$ cat config.mk
export PLATFORM = sky130hd
export DESIGN_NAME = mul4_fitness_evaluator
export DESIGN_NICKNAME = d
export VERILOG_FILES = /design/src/rtl/mul4_fitness_evaluator.sv
export SDC_FILE = /design/constraint.sdc
export NUM_CORES = 1
export LEC_CHECK = 0
export BUFFER_PORTS_ARGS = -buffer_cell sky130_fd_sc_hd__buf_2
export CORE_MARGIN = 4
export CORE_UTILIZATION = 40
export CTS_CLUSTER_DIAMETER = 80
export DETAILED_ROUTE_END_ITERATION = 10
export PLACE_DENSITY = 0.61
export SYNTH_ARGS = -nofsm -noshare
export SYNTH_HDL_FRONTEND = slang
export SYNTH_SLANG_ARGS = --single-unit
$ cat constraint.sdc
create_clock -name clk -period 8.3 [get_ports clk]
set_input_delay 1.66 -clock clk [delete_from_list [all_inputs] [get_ports clk]]
set_output_delay 1.66 -clock clk [all_outputs]
set_load 0.02 [all_outputs]
$ cat src/rtl/mul4_fitness_evaluator.sv
// Drives stimulus vectors into a 16-lane bit-sliced 2x2 multiplier candidate and
// accumulates the number of output bits that match the golden product.
module mul4_fitness_evaluator #(
  parameter int unsigned NUM_VECTORS = 8,
  parameter logic [31:0] SEED_A      = 32'hACE12468,
  parameter logic [31:0] SEED_B      = 32'h1357BDF9,
  localparam int unsigned FIT_W      = $clog2(NUM_VECTORS*64+1)
) (
  input  logic             clk,
  input  logic             rst,
  input  logic             start,
  output logic [15:0]      a1,
  output logic [15:0]      a0,
  output logic [15:0]      b1,
  output logic [15:0]      b0,
  input  logic [15:0]      y3,
  input  logic [15:0]      y2,
  input  logic [15:0]      y1,
  input  logic [15:0]      y0,
  output logic             busy,
  output logic             done,
  output logic [FIT_W-1:0] fitness,
  output logic             perfect
);

  // state  | meaning
  // IDLE   | waiting for start, results held
  // RUN    | issuing one vector per cycle
  // DRAIN1 | last vector being scored
  // DRAIN2 | last score added, done pulses on exit
  typedef enum logic [1:0] {IDLE, RUN, DRAIN1, DRAIN2} state_t;

  localparam int unsigned CNT_W     = (NUM_VECTORS > 1) ? $clog2(NUM_VECTORS) : 1;
  localparam logic [31:0] SEED_A_NZ = (SEED_A == 32'd0) ? 32'd1 : SEED_A;
  localparam logic [31:0] SEED_B_NZ = (SEED_B == 32'd0) ? 32'd1 : SEED_B;
  localparam logic [31:0] LFSR_MASK = 32'h80200003;
  localparam logic [CNT_W-1:0] LAST_VEC = CNT_W'(NUM_VECTORS - 1);
  localparam logic [FIT_W-1:0] FIT_MAX  = FIT_W'(NUM_VECTORS * 64);

  state_t           state, state_next;
  logic             load, issue, last_vec, finish;
  logic [CNT_W-1:0] vec_cnt;
  logic [31:0]      lfsr_a, lfsr_b;
  logic             vec_valid, score_valid;
  logic [6:0]       score_reg, match_cnt;
  logic [63:0]      golden, match;
  logic [FIT_W-1:0] fit_sum;

  function automatic logic [31:0] lfsr_step(input logic [31:0] s);
    return (s >> 1) ^ (s[0] ? LFSR_MASK : 32'd0);
  endfunction

  always_ff @(posedge clk) begin
    if (rst) state <= IDLE;
    else     state <= state_next;
  end

  always_comb begin
    state_next = state;
    case (state)
      IDLE:    if (start) state_next = RUN;
      RUN:     if (last_vec) state_next = DRAIN1;
      DRAIN1:  state_next = DRAIN2;
      DRAIN2:  state_next = IDLE;
      default: state_next = IDLE;
    endcase
  end

  always_comb begin
    load     = (state == IDLE) && start;
    issue    = (state == RUN);
    last_vec = issue && (vec_cnt == LAST_VEC);
    finish   = (state == DRAIN2);
  end

  // Golden 2-bit x 2-bit product, bit-sliced across all 16 lanes
  always_comb begin
    golden[15:0]  = a0 & b0;
    golden[31:16] = (a1 & b0) ^ (a0 & b1);
    golden[47:32] = a1 & b1 & ~(a0 & b0);
    golden[63:48] = a1 & a0 & b1 & b0;
    match = ~({y3, y2, y1, y0} ^ golden);
    match_cnt = '0;
    for (int i = 0; i < 64; i++) match_cnt = match_cnt + 7'(match[i]);
  end

  assign fit_sum = fitness + FIT_W'(score_reg);

  always_ff @(posedge clk) begin
    if (rst) begin
      {a1, a0, b1, b0} <= '0;
      busy        <= 1'b0;
      done        <= 1'b0;
      fitness     <= '0;
      perfect     <= 1'b0;
      lfsr_a      <= SEED_A_NZ;
      lfsr_b      <= SEED_B_NZ;
      vec_cnt     <= '0;
      vec_valid   <= 1'b0;
      score_valid <= 1'b0;
      score_reg   <= '0;
    end else begin
      done        <= finish;
      busy        <= (state != IDLE) && !finish;
      vec_valid   <= issue;
      score_valid <= vec_valid;
      if (vec_valid) score_reg <= match_cnt;
      if (score_valid) fitness <= fit_sum;
      if (finish) perfect <= (fit_sum == FIT_MAX);
      if (issue) begin
        vec_cnt <= vec_cnt + CNT_W'(1);
        if (vec_cnt == '0) begin
          // lane i carries i[3:0] so every operand pair appears once
          a1 <= 16'hFF00;
          a0 <= 16'hF0F0;
          b1 <= 16'hCCCC;
          b0 <= 16'hAAAA;
        end else begin
          {a1, a0} <= lfsr_a;
          {b1, b0} <= lfsr_b;
          lfsr_a   <= lfsr_step(lfsr_a);
          lfsr_b   <= lfsr_step(lfsr_b);
        end
      end
      if (load) begin
        fitness <= '0;
        perfect <= 1'b0;
        lfsr_a  <= SEED_A_NZ;
        lfsr_b  <= SEED_B_NZ;
        vec_cnt <= '0;
      end
    end
  end

endmodule

==> implementation parameters <==
Parameter                              Value

Setup path
  Startpoint type of the worst setup path    input port
  CP Data Arrival Time    7.74 ns
  Highest fanout seen on the critical path    2
  Critical Path Sink Type    register
  Start-to-end type of the worst setup path    input port to register
  Crit path required time    8.56 ns

Global routing
  Number of global-route vias before repair    6431
  Global Route met2 Usage    31.96%
  Met1 track demand over resource    29.03%
  GR Util met3    3.129%
  Overall overflow remaining after global route    0
  Initial antenna violation count    1
  Maximum number of pins on one net before global-route repair    80
  Total GRT Usage    20.25%
  Most utilized layer in the global route result    met2
  Wire length of the first global-routing pass    36970 microns

Clock network
  Buffer depth of the longest clock path    2
  Number of setup buffers added after CTS    0
  Clock transition at the registers of the reported paths    0.06 ns
  Count of clock tree sinks    155
  Root Driver    sky130_fd_sc_hd__clkbuf_16
  Clock insertion delay at the later pin of the skew report    0.43 ns
  TritonCTS clock tree    yes
  Number of cells upsized or downsized after cts    0
  TritonCTS Buffers    17
  H-tree levels    4
  Cts-stage hold buffer count    0

Layout
  Layout cells sized above 1    16.73%
  Largest registers    lfsr_a (32), lfsr_b (32)
  FILL cells    2046
  Final net count    1245
  Area growth from synthesis to layout    18.32%

Placement
  Count of buffers from port buffering    143
  Weighted congestion at the end of routability-driven global placement    0.9049
  Final HPWL DP    17840 microns

STA
  Worst Max-Slew Pin Slew    0.9182 ns
  Share of the clock period used by the worst path after layout    90.04%
  Endpoints failing hold    0
  Time the final worst path needs with I/O delays and setup    7.474 ns
  Final setup violation count    0
  Final count of pins violating max slew    0
  Worst hold slack after final layout    0.4562 ns
  Setup repair after global routing missed its margin    no
  Highest attainable clock frequency    0.1338 GHz
  Worst-case headroom to the max-slew limit    38.79%
  Layout Skew    0.01168 ns
  Total negative setup slack    0 ns

Yosys
  Number of unique standard cell types used by synthesis    40
  Cell accounting for the most synthesized area    sky130_fd_sc_hd__dfxtp_1
  Count of flip-flops with a built-in enable after synthesis    0
  Area of the mapped netlist    0.008290 sq mm
  Yosys synthesis warning count    0
  Most used flip-flop cell after synthesis    sky130_fd_sc_hd__dfxtp_1
  Proportion of netlist area held by the largest area contributor    37.43%
  Seq cells post-synth    155
  Proportion of synthesized chip area in sequential cells    37.43%
  Mapped Nets    1119
  Average footprint of a synthesized cell    8.573 sq um
  Most area-consuming cells after synthesis    sky130_fd_sc_hd__dfxtp_1 37%, sky130_fd_sc_hd__fa_1 13%, sky130_fd_sc_hd__nand2_1 7.5%
  Post-synth ARST share    0%
  Instance count of the mapped netlist    967

Floorplanning
  Die outline width    152.0 microns
  I/O pin count    144
  Standard-cell rows    52
  Core ar.    0.02030 sq mm
  Overall die height    152.0 microns
  Effective utilization at floorplan    40.84%
  DIE AREA    0.02309 sq mm

Run status
  Result of the run    finished clean

Routing
  First drt pass iteration count    5
  # DRC    0
  Initial DRC count    536
  Drt wl/cell    17.04 microns
  Final antenna-violating net count    0
  Final WL    23460 microns
  Number of vias per cell after detailed routing    4.999
  Via count    6884

Min path
  Class of the tightest hold or removal check    register to register

Run
  Max-cap check violation count    0
## final cells by class
class                      count  area, sq um  share of cell area (%)
clock inverter                14        125.1                   1.276
multi-input combinational    696         4773                   48.66
clock buffer                  18        429.2                   4.375
antenna                        1        2.502                 0.02551
timing repair buffer         149        760.7                   7.755
sequential                   155         3103                   31.63
inverter                      74        277.8                   2.832
tap                          270        337.8                   3.444
## kinds of logic (layout without fill, tap and decap cells)
group                    count (synthesis)  after routing  synth area share, %
flip-flops                             155            155                37.43
AO/OA/AOI/OAI                          127            127                8.618
AND/OR/NAND/NOR                        376            376                19.23
other                                    0              1                    0
adder cells (fa/ha/maj)                 85             85                17.81
buffers and inverters                  116            255                5.282
XOR/XNOR                                93             93                9.825
multiplexers                            15             15                1.811
## layer usage
metal,routed length [microns],vias up
met2,10930,205
met5,0,-
li1,-,3387
met1,10790,3265
met3,1278,27
met4,452,0
## cells in the final DEF (no fill, tap or decap), types with 6 or more instances in the layout
master,count
sky130_fd_sc_hd__nand2_1,165
sky130_fd_sc_hd__buf_4,6
sky130_fd_sc_hd__nand4_1,16
sky130_fd_sc_hd__a21oi_1,68
sky130_fd_sc_hd__xnor2_1,61
sky130_fd_sc_hd__ha_1,30
sky130_fd_sc_hd__xor2_1,32
sky130_fd_sc_hd__fa_1,55
sky130_fd_sc_hd__nor3_1,34
sky130_fd_sc_hd__o21ai_0,28
sky130_fd_sc_hd__dfxtp_1,155
sky130_fd_sc_hd__mux2i_1,15
sky130_fd_sc_hd__clkbuf_16,17
sky130_fd_sc_hd__nor2_1,112
sky130_fd_sc_hd__a211oi_1,8
sky130_fd_sc_hd__inv_1,73
sky130_fd_sc_hd__nand3_1,31
sky130_fd_sc_hd__buf_2,143
## path summary, 6_finish.rpt
| path | startpoint | to | cells after the start | slack, ns |
|---|---|---|---|---|
| max reg2reg | a1[5] | score_reg[6] | 21 | 1.44 |
| max | y1[5] | score_reg[6] | 20 | 0.83 |
| min reg2reg | lfsr_b[19] | lfsr_b[19] | 2 | 0.46 |
| min | lfsr_b[19] | lfsr_b[19] | 2 | 0.46 |
## critical path, cell delays in order
cell,delay (ns)
sky130_fd_sc_hd__buf_2,0.11
sky130_fd_sc_hd__xnor2_1,0.27
sky130_fd_sc_hd__fa_1,0.50
sky130_fd_sc_hd__fa_1,0.55
sky130_fd_sc_hd__inv_1,0.05
sky130_fd_sc_hd__fa_1,0.49
sky130_fd_sc_hd__inv_1,0.05
sky130_fd_sc_hd__fa_1,0.48
sky130_fd_sc_hd__fa_1,0.52
sky130_fd_sc_hd__fa_1,0.52
sky130_fd_sc_hd__fa_1,0.55
sky130_fd_sc_hd__fa_1,0.55
sky130_fd_sc_hd__inv_1,0.05
sky130_fd_sc_hd__ha_1,0.22
sky130_fd_sc_hd__fa_1,0.40
sky130_fd_sc_hd__a21o_1,0.19
sky130_fd_sc_hd__a21oi_1,0.24
sky130_fd_sc_hd__o21bai_1,0.09
sky130_fd_sc_hd__a21oi_1,0.15
sky130_fd_sc_hd__a211oi_1,0.08
## Yosys cell counts, drive strengths merged, types with 4 or more instances
library cell and n:
a211oi 9, mux2i 15, ha 30, a31oi 4, xnor2 61, nor3 34, nand3 31, fa 55
dfxtp 155, nor2 112, inv 73, clkbuf 35, nand2 165, xor2 32, buf 7, a21oi 69
nand4 16, o21ai 29
## stage by stage
stage               cell area [sq um]  std cells  setup slack, ns  util [%]
floorplan                        8290        967           0.8767         -
global placement                 9253       1344           0.5088     45.58
detailed placement               9253       1344           0.3854     45.58
CTS                              9807       1376           0.8400     48.31
global route                     9809       1377           0.6189     48.32
finish                           9809       1377           0.8263     48.32
Power is left out: the tool's default activity adds up to more than one toggle a clock period on the data nets, which glitch-free logic cannot reach.
